==> src/rtl/pipe_pkg.sv <==
// Shared opcodes and packet type for the ADD/SUB pipeline and its issue queue.
package pipe_pkg;

   localparam logic [3:0] OP_ADD = 4'h0;
   localparam logic [3:0] OP_SUB = 4'h1;
   localparam logic [3:0] OP_NOP = 4'hF;

   localparam int DEF_DATA_W = 32;

   typedef struct packed {
      logic [DEF_DATA_W-1:0] instruction;
      logic [DEF_DATA_W-1:0] operand1;
      logic [DEF_DATA_W-1:0] operand2;
   } issue_pkt_t;

endpackage

==> src/rtl/sync_fifo.sv <==
// Synchronous FIFO: storage, wrapping pointers and an occupancy count that alone decides full/empty.
module sync_fifo #(
   parameter int DEPTH = 8,
   parameter int WIDTH = 96
) (
   input  logic                       clk,
   input  logic                       reset,
   input  logic                       push,
   input  logic                       pop,
   input  logic                       flush,
   input  logic [WIDTH-1:0]           wr_data,
   output logic [WIDTH-1:0]           rd_data,
   output logic [$clog2(DEPTH):0]     count,
   output logic                       full,
   output logic                       empty
);

   localparam int AW = $clog2(DEPTH);
   localparam int CW = AW + 1;

   logic [WIDTH-1:0] mem [DEPTH];
   logic [AW-1:0]    wr_ptr;
   logic [AW-1:0]    rd_ptr;
   logic             do_push;
   logic             do_pop;

   assign full    = (count == CW'(DEPTH));
   assign empty   = (count == '0);
   assign do_push = push && !full && !flush;
   assign do_pop  = pop && !empty && !flush;
   assign rd_data = mem[rd_ptr];

   // Storage is not reset: entries are only observable once count covers them.
   always_ff @(posedge clk) begin
      if (do_push)
         mem[wr_ptr] <= wr_data;
   end

   always_ff @(posedge clk or posedge reset) begin
      if (reset) begin
         wr_ptr <= '0;
         rd_ptr <= '0;
         count  <= '0;
      end else if (flush) begin
         wr_ptr <= '0;
         rd_ptr <= '0;
         count  <= '0;
      end else begin
         if (do_push)
            wr_ptr <= wr_ptr + AW'(1);
         if (do_pop)
            rd_ptr <= rd_ptr + AW'(1);
         case ({do_push, do_pop})
            2'b10:   count <= count + CW'(1);
            2'b01:   count <= count - CW'(1);
            default: count <= count;
         endcase
      end
   end

endmodule

==> src/rtl/instr_issue_queue.sv <==
// Issue queue feeding the ADD/SUB pipeline: one packet or NOP bubble per enabled cycle.
// Optional saturating statistics outputs are enabled with `define ISSUE_STATS_EN.
module instr_issue_queue
   import pipe_pkg::*;
#(
   parameter int         DEPTH      = 8,
   parameter int         DATA_W     = DEF_DATA_W,
   parameter logic [3:0] NOP_OPCODE = OP_NOP
) (
   input  logic                     clk,
   input  logic                     reset,
   input  logic                     in_valid,
   output logic                     in_ready,
   input  logic [DATA_W-1:0]        in_instruction,
   input  logic [DATA_W-1:0]        in_operand1,
   input  logic [DATA_W-1:0]        in_operand2,
   input  logic                     issue_en,
   input  logic                     flush,
   output logic [DATA_W-1:0]        instruction,
   output logic [DATA_W-1:0]        operand1,
   output logic [DATA_W-1:0]        operand2,
   output logic                     issue_valid,
   output logic [15:0]              issue_pc,
`ifdef ISSUE_STATS_EN
   output logic [31:0]              stat_issued,
   output logic [31:0]              stat_bubbles,
   output logic [31:0]              stat_stall_in,
`endif
   output logic [$clog2(DEPTH):0]   count
);

   localparam int PW = 3 * DATA_W;
   localparam logic [DATA_W-1:0] NOP_INSTR = {NOP_OPCODE, {(DATA_W-4){1'b0}}};

   logic [PW-1:0] head;
   logic          full;
   logic          empty;
   logic          do_pop;
   logic          do_bubble;
   logic [15:0]   next_pc;

   assign in_ready  = !full;
   // Pop decision sees count before any same-cycle push, so there is no bypass path.
   assign do_pop    = issue_en && !empty && !flush;
   assign do_bubble = flush || (issue_en && empty);

   sync_fifo #(
      .DEPTH (DEPTH),
      .WIDTH (PW)
   ) u_fifo (
      .clk     (clk),
      .reset   (reset),
      .push    (in_valid),
      .pop     (issue_en),
      .flush   (flush),
      .wr_data ({in_instruction, in_operand1, in_operand2}),
      .rd_data (head),
      .count   (count),
      .full    (full),
      .empty   (empty)
   );

   // Output stage: issue, bubble or hold; issue_pc shows the number of the packet on the outputs.
   always_ff @(posedge clk or posedge reset) begin
      if (reset) begin
         instruction <= NOP_INSTR;
         operand1    <= '0;
         operand2    <= '0;
         issue_valid <= 1'b0;
         issue_pc    <= '0;
         next_pc     <= '0;
      end else if (do_bubble) begin
         instruction <= NOP_INSTR;
         operand1    <= '0;
         operand2    <= '0;
         issue_valid <= 1'b0;
      end else if (do_pop) begin
         instruction <= head[PW-1 -: DATA_W];
         operand1    <= head[2*DATA_W-1 -: DATA_W];
         operand2    <= head[DATA_W-1:0];
         issue_valid <= 1'b1;
         issue_pc    <= next_pc;
         next_pc     <= next_pc + 16'd1;
      end
   end

`ifdef ISSUE_STATS_EN
   always_ff @(posedge clk or posedge reset) begin
      if (reset) begin
         stat_issued   <= '0;
         stat_bubbles  <= '0;
         stat_stall_in <= '0;
      end else begin
         if (do_pop && stat_issued != '1)
            stat_issued <= stat_issued + 32'd1;
         if (do_bubble && stat_bubbles != '1)
            stat_bubbles <= stat_bubbles + 32'd1;
         if (in_valid && !in_ready && stat_stall_in != '1)
            stat_stall_in <= stat_stall_in + 32'd1;
      end
   end
`endif

endmodule

==> config.mk <==
export PLATFORM = sky130hd
export DESIGN_NAME = instr_issue_queue
export DESIGN_NICKNAME = d
export VERILOG_FILES = /design/src/rtl/pipe_pkg.sv /design/src/rtl/sync_fifo.sv /design/src/rtl/instr_issue_queue.sv
export SDC_FILE = /design/constraint.sdc
export NUM_CORES = 1
export LEC_CHECK = 0
export BUFFER_PORTS_ARGS = -buffer_cell sky130_fd_sc_hd__buf_2
export CORE_ASPECT_RATIO = 1.25
export CORE_MARGIN = 5
export CORE_UTILIZATION = 25
export CTS_BUF_LIST = sky130_fd_sc_hd__clkbuf_2
export DETAILED_ROUTE_END_ITERATION = 10
export PLACE_DENSITY = 0.37
export SYNTH_ARGS = -nofsm -noshare
export SYNTH_HDL_FRONTEND = slang
export SYNTH_SLANG_ARGS = --single-unit
==> constraint.sdc <==
create_clock -name clk -period 20.1 [get_ports clk]
set_input_delay 4.02 -clock clk [delete_from_list [all_inputs] [get_ports clk]]
set_output_delay 4.02 -clock clk [all_outputs]
set_load 0.02 [all_outputs]
==> key figures <==
Synth
  – Number of synthesized flops with an enable pin: 768
  – Cells after Synth: 1637
  – Synth warnings: 0
  – Syn nets: 1743
  – Synth cell types: 42
  – Number of synthesized register bits: 907
  – Sequential element share of the synthesized area: 77.97%
  – Synth area leaders: edfxtp_1 (68%), mux4_2 (13%), dfrtp_1 (9.9%)
  – Synth top area share: 67.74%
  – FFs w/ async S/R, synth: 15.33%
  – Top FF cell, synth: edfxtp_1
  – Synth Area per Inst: 20.80 µm²
  – Largest area contributor in the netlist: edfxtp_1
  – Cell Area, Synth: 0.03404 mm²

Route
  – Residual DRC: 0
  – Detail Route Antenna Nets: 0
  – 1st-iter DRT viols: 686
  – Top sig layer: met5
  – Met3 routed WL: 4826 µm
  – Via Count: 17120
  – Pre-antenna DRT Iters: 5
  – Via density: 4.281
  – Met2 wire len: 47890 µm
  – M1 wire length: 35210 µm
  – Final WL: 90350 µm
  – WL/cell: 22.59 µm

Power and ir drop
  – Clk pwr share: 31.5%
  – Gate power share: 15.0%
  – Maximum VDD drop: 0.03563 mV
  – Power Dens Cells: 106.2 mW/mm²
  – Sw Pwr: 0.001232 W
  – Net Sw Frac: 29.33%
  – Leak: 13.52 nW
  – Sequential power share: 53.5%
  – Internal cell power: 0.002968 W

Cells and area
  – Commonest non-fill, non-tap cells in the layout: edfxtp_1 (768), clkbuf_2 (353), buf_2 (218)
  – # nets final: 2140
  – Area Growth Syn to Fin: 16.20%
  – Commonest non-fill, non-tap cell in the layout: edfxtp_1
  – Share of cells above drive strength 1: 37.80%

STA
  – Final Setup Violations: 0
  – Final Max Slew Viols: 0
  – Slew margin rel.: 18.24%
  – Worst-Margin Slew: 1.226 ns
  – Final worst slack: 13.12 ns
  – Clock skew: 0.1096 ns
  – Maximum clock frequency: 143.2 MHz
  – Total negative setup slack: 0 ns
  – RSZ-0062 raised after global routing: false
  – Fin crit period: 6.982 ns
  – Final worst path period share: 34.74%
  – Fin. Hold Viols: 0

Die
  – IO Pins: 219
  – Core area: 0.1355 mm²
  – Initial core utilization: 25.13%
  – Die height: 422.6 µm
  – Die X: 340.1 µm
  – Std-Cell Rows: 151
  – Die Area: 0.1437 mm²

GRT
  – Grt total ovfl: 0
  – First-pass GRT wire length: 132200 µm
  – Total Routing Usage GR: 12.60%
  – Initial antenna violation count: 39
  – Number of global-route vias before repair: 18820
  – Largest net degree at the start of global routing: 77

CTS
  – Clk_lat worst skew: 1.57 ns
  – Clk sinks: 907
  – Setup Buffers After CTS: 0
  – CTS max path bufs: 3
  – Clock Pin Slew Worst Setup and Hold Paths: 0.09 ns
  – CTS tree: yes
  – TritonCTS buffer count: 233
  – Htree depth: 4
  – Number of hold buffers added after cts: 0
  – Cts repair resizes: 0
  – Clock Tree Root: clkbuf_2

Worst setup path
  – Critical Path RT: 16.08 ns
  – Setup CP Type: flop to output port
  – Crit start category: flop
  – Crit end category: output port
  – CP Max Fanout: 11
  – Crit-path cells: or4b_4 > buf_2
  – Cell family with most CP delay: simple AND/OR/NAND/NOR gates
  – Critical-path top delay cell: or4b_4
  – Critical path arrival: 2.96 ns
  – Worst path buffer plus inverter count: 1
  – Worst path max stage delay: 0.69 ns

Placed design
  – IO buf count: 218
  – Hpwl dp: 52520 µm
  – Post-place setup slack: 13.06 ns
  – Routability cong.: 0.6823

Outcome
  – Status: complete, no violations

Flow run
  – Max-Cap Viols: 0

Worst hold path
  – Worst hold-check path type: flop to flop
worst min-delay path, cell delays in order (launching register included):
cell,delay [ns]
dfrtp_1,0.34
nand2_1,0.05
nand2_1,0.05
per-layer routing:
metal / track usage (%) / vias to the layer above
li1: - / 7544
met1: 14.14 / 8927
met2: 22.70 / 436
met3: 3.722 / 198
met4: 4.514 / 18
met5: 0 / -
cell usage after synthesis, types with 4 or more instances:
cell type	count
dfrtp_1	135
xnor2_1	17
mux2i_1	100
dfstp_2	4
clkbuf_2	7
edfxtp_1	768
nor2_1	19
a21oi_1	6
buf_2	23
o21ai_0	95
mux4_2	192
inv_1	4
nand3_1	8
ha_1	5
clkbuf_1	47
nor3_1	8
nand2_1	153
xor2_1	4
buf_4	4
nand4_1	6
power by group through the flow:
stage | registers, W | logic (W) | clock network (W)
5_1_grt | 0.00227 | 0.000690 | 0.00151
3_5_place_dp | 0.00230 | 0.000663 | 0
4_1_cts | 0.00225 | 0.000664 | 0.00141
2_1_floorplan | 0.00232 | 0.000373 | 0
3_3_place_gp | 0.00229 | 0.000657 | 0
6_report | 0.00225 | 0.000631 | 0.00132
layout make-up:
cell class	instances	area, µm²
Fill cell	13460	95900
Sequential cell	907	26560
Multi-Input combinational cell	640	7158
Tap cell	1759	2201
Clock buffer	353	1767
Timing Repair Buffer	248	1316
Clock inverter	81	520.5
Inverter	4	20.02
Antenna cell	8	20.02
logic make-up (layout without fill, tap and decap cells):
group,count (synthesis),count (layout),synth area share (%)
mux,292,292,15.64
other cells,0,8,0
fa+ha+maj,5,5,0.1838
flops,907,907,77.97
compound gates,109,109,1.790
buf+inv,90,686,1.191
simple gates,213,213,2.679
xor+xnor,21,21,0.5402
worst paths after layout:
check,startpoint,end,slack [ns],cells past startpoint
min,issue_pc[3],issue_pc[3],0.47,2
max reg2reg,u_fifo.rd_ptr[0],operand2[2],16.02,5
max,u_fifo.count[0],in_ready,13.12,2
max in group asynchronous,reset,instruction[25],16.27,3
min reg2reg,issue_pc[3],issue_pc[3],0.47,2
min in group asynchronous,reset,operand1[1],2.53,2
per-stage QoR:
| step | power [W] | hold WS [ns] | instances | utilization [%] | area [µm²] |
|---|---|---|---|---|---|
| floorplan | 0.002696 | 0.4454 | 1637 | - | 34040 |
| global placement | 0.002948 | 0.4546 | 3558 | 27.50 | 37250 |
| detailed placement | 0.002958 | 0.4604 | 3558 | 27.50 | 37250 |
| CTS | 0.004329 | 0.4827 | 3992 | 29.19 | 39540 |
| global route | 0.004465 | 0.4996 | 3995 | 29.19 | 39550 |
| finish | 0.004200 | 0.4719 | 4000 | 29.20 | 39560 |
sequential cells by signal, indices dropped and copies added, names as in the netlist:
name	count
u_fifo.count	4
u_fifo.rd_ptr	3
u_fifo.mem	768
next_pc	16
instruction	32
u_fifo.wr_ptr	3
operand2	32
operand1	32
issue_valid	1
issue_pc	16
(Power assumes the default switching activity.)
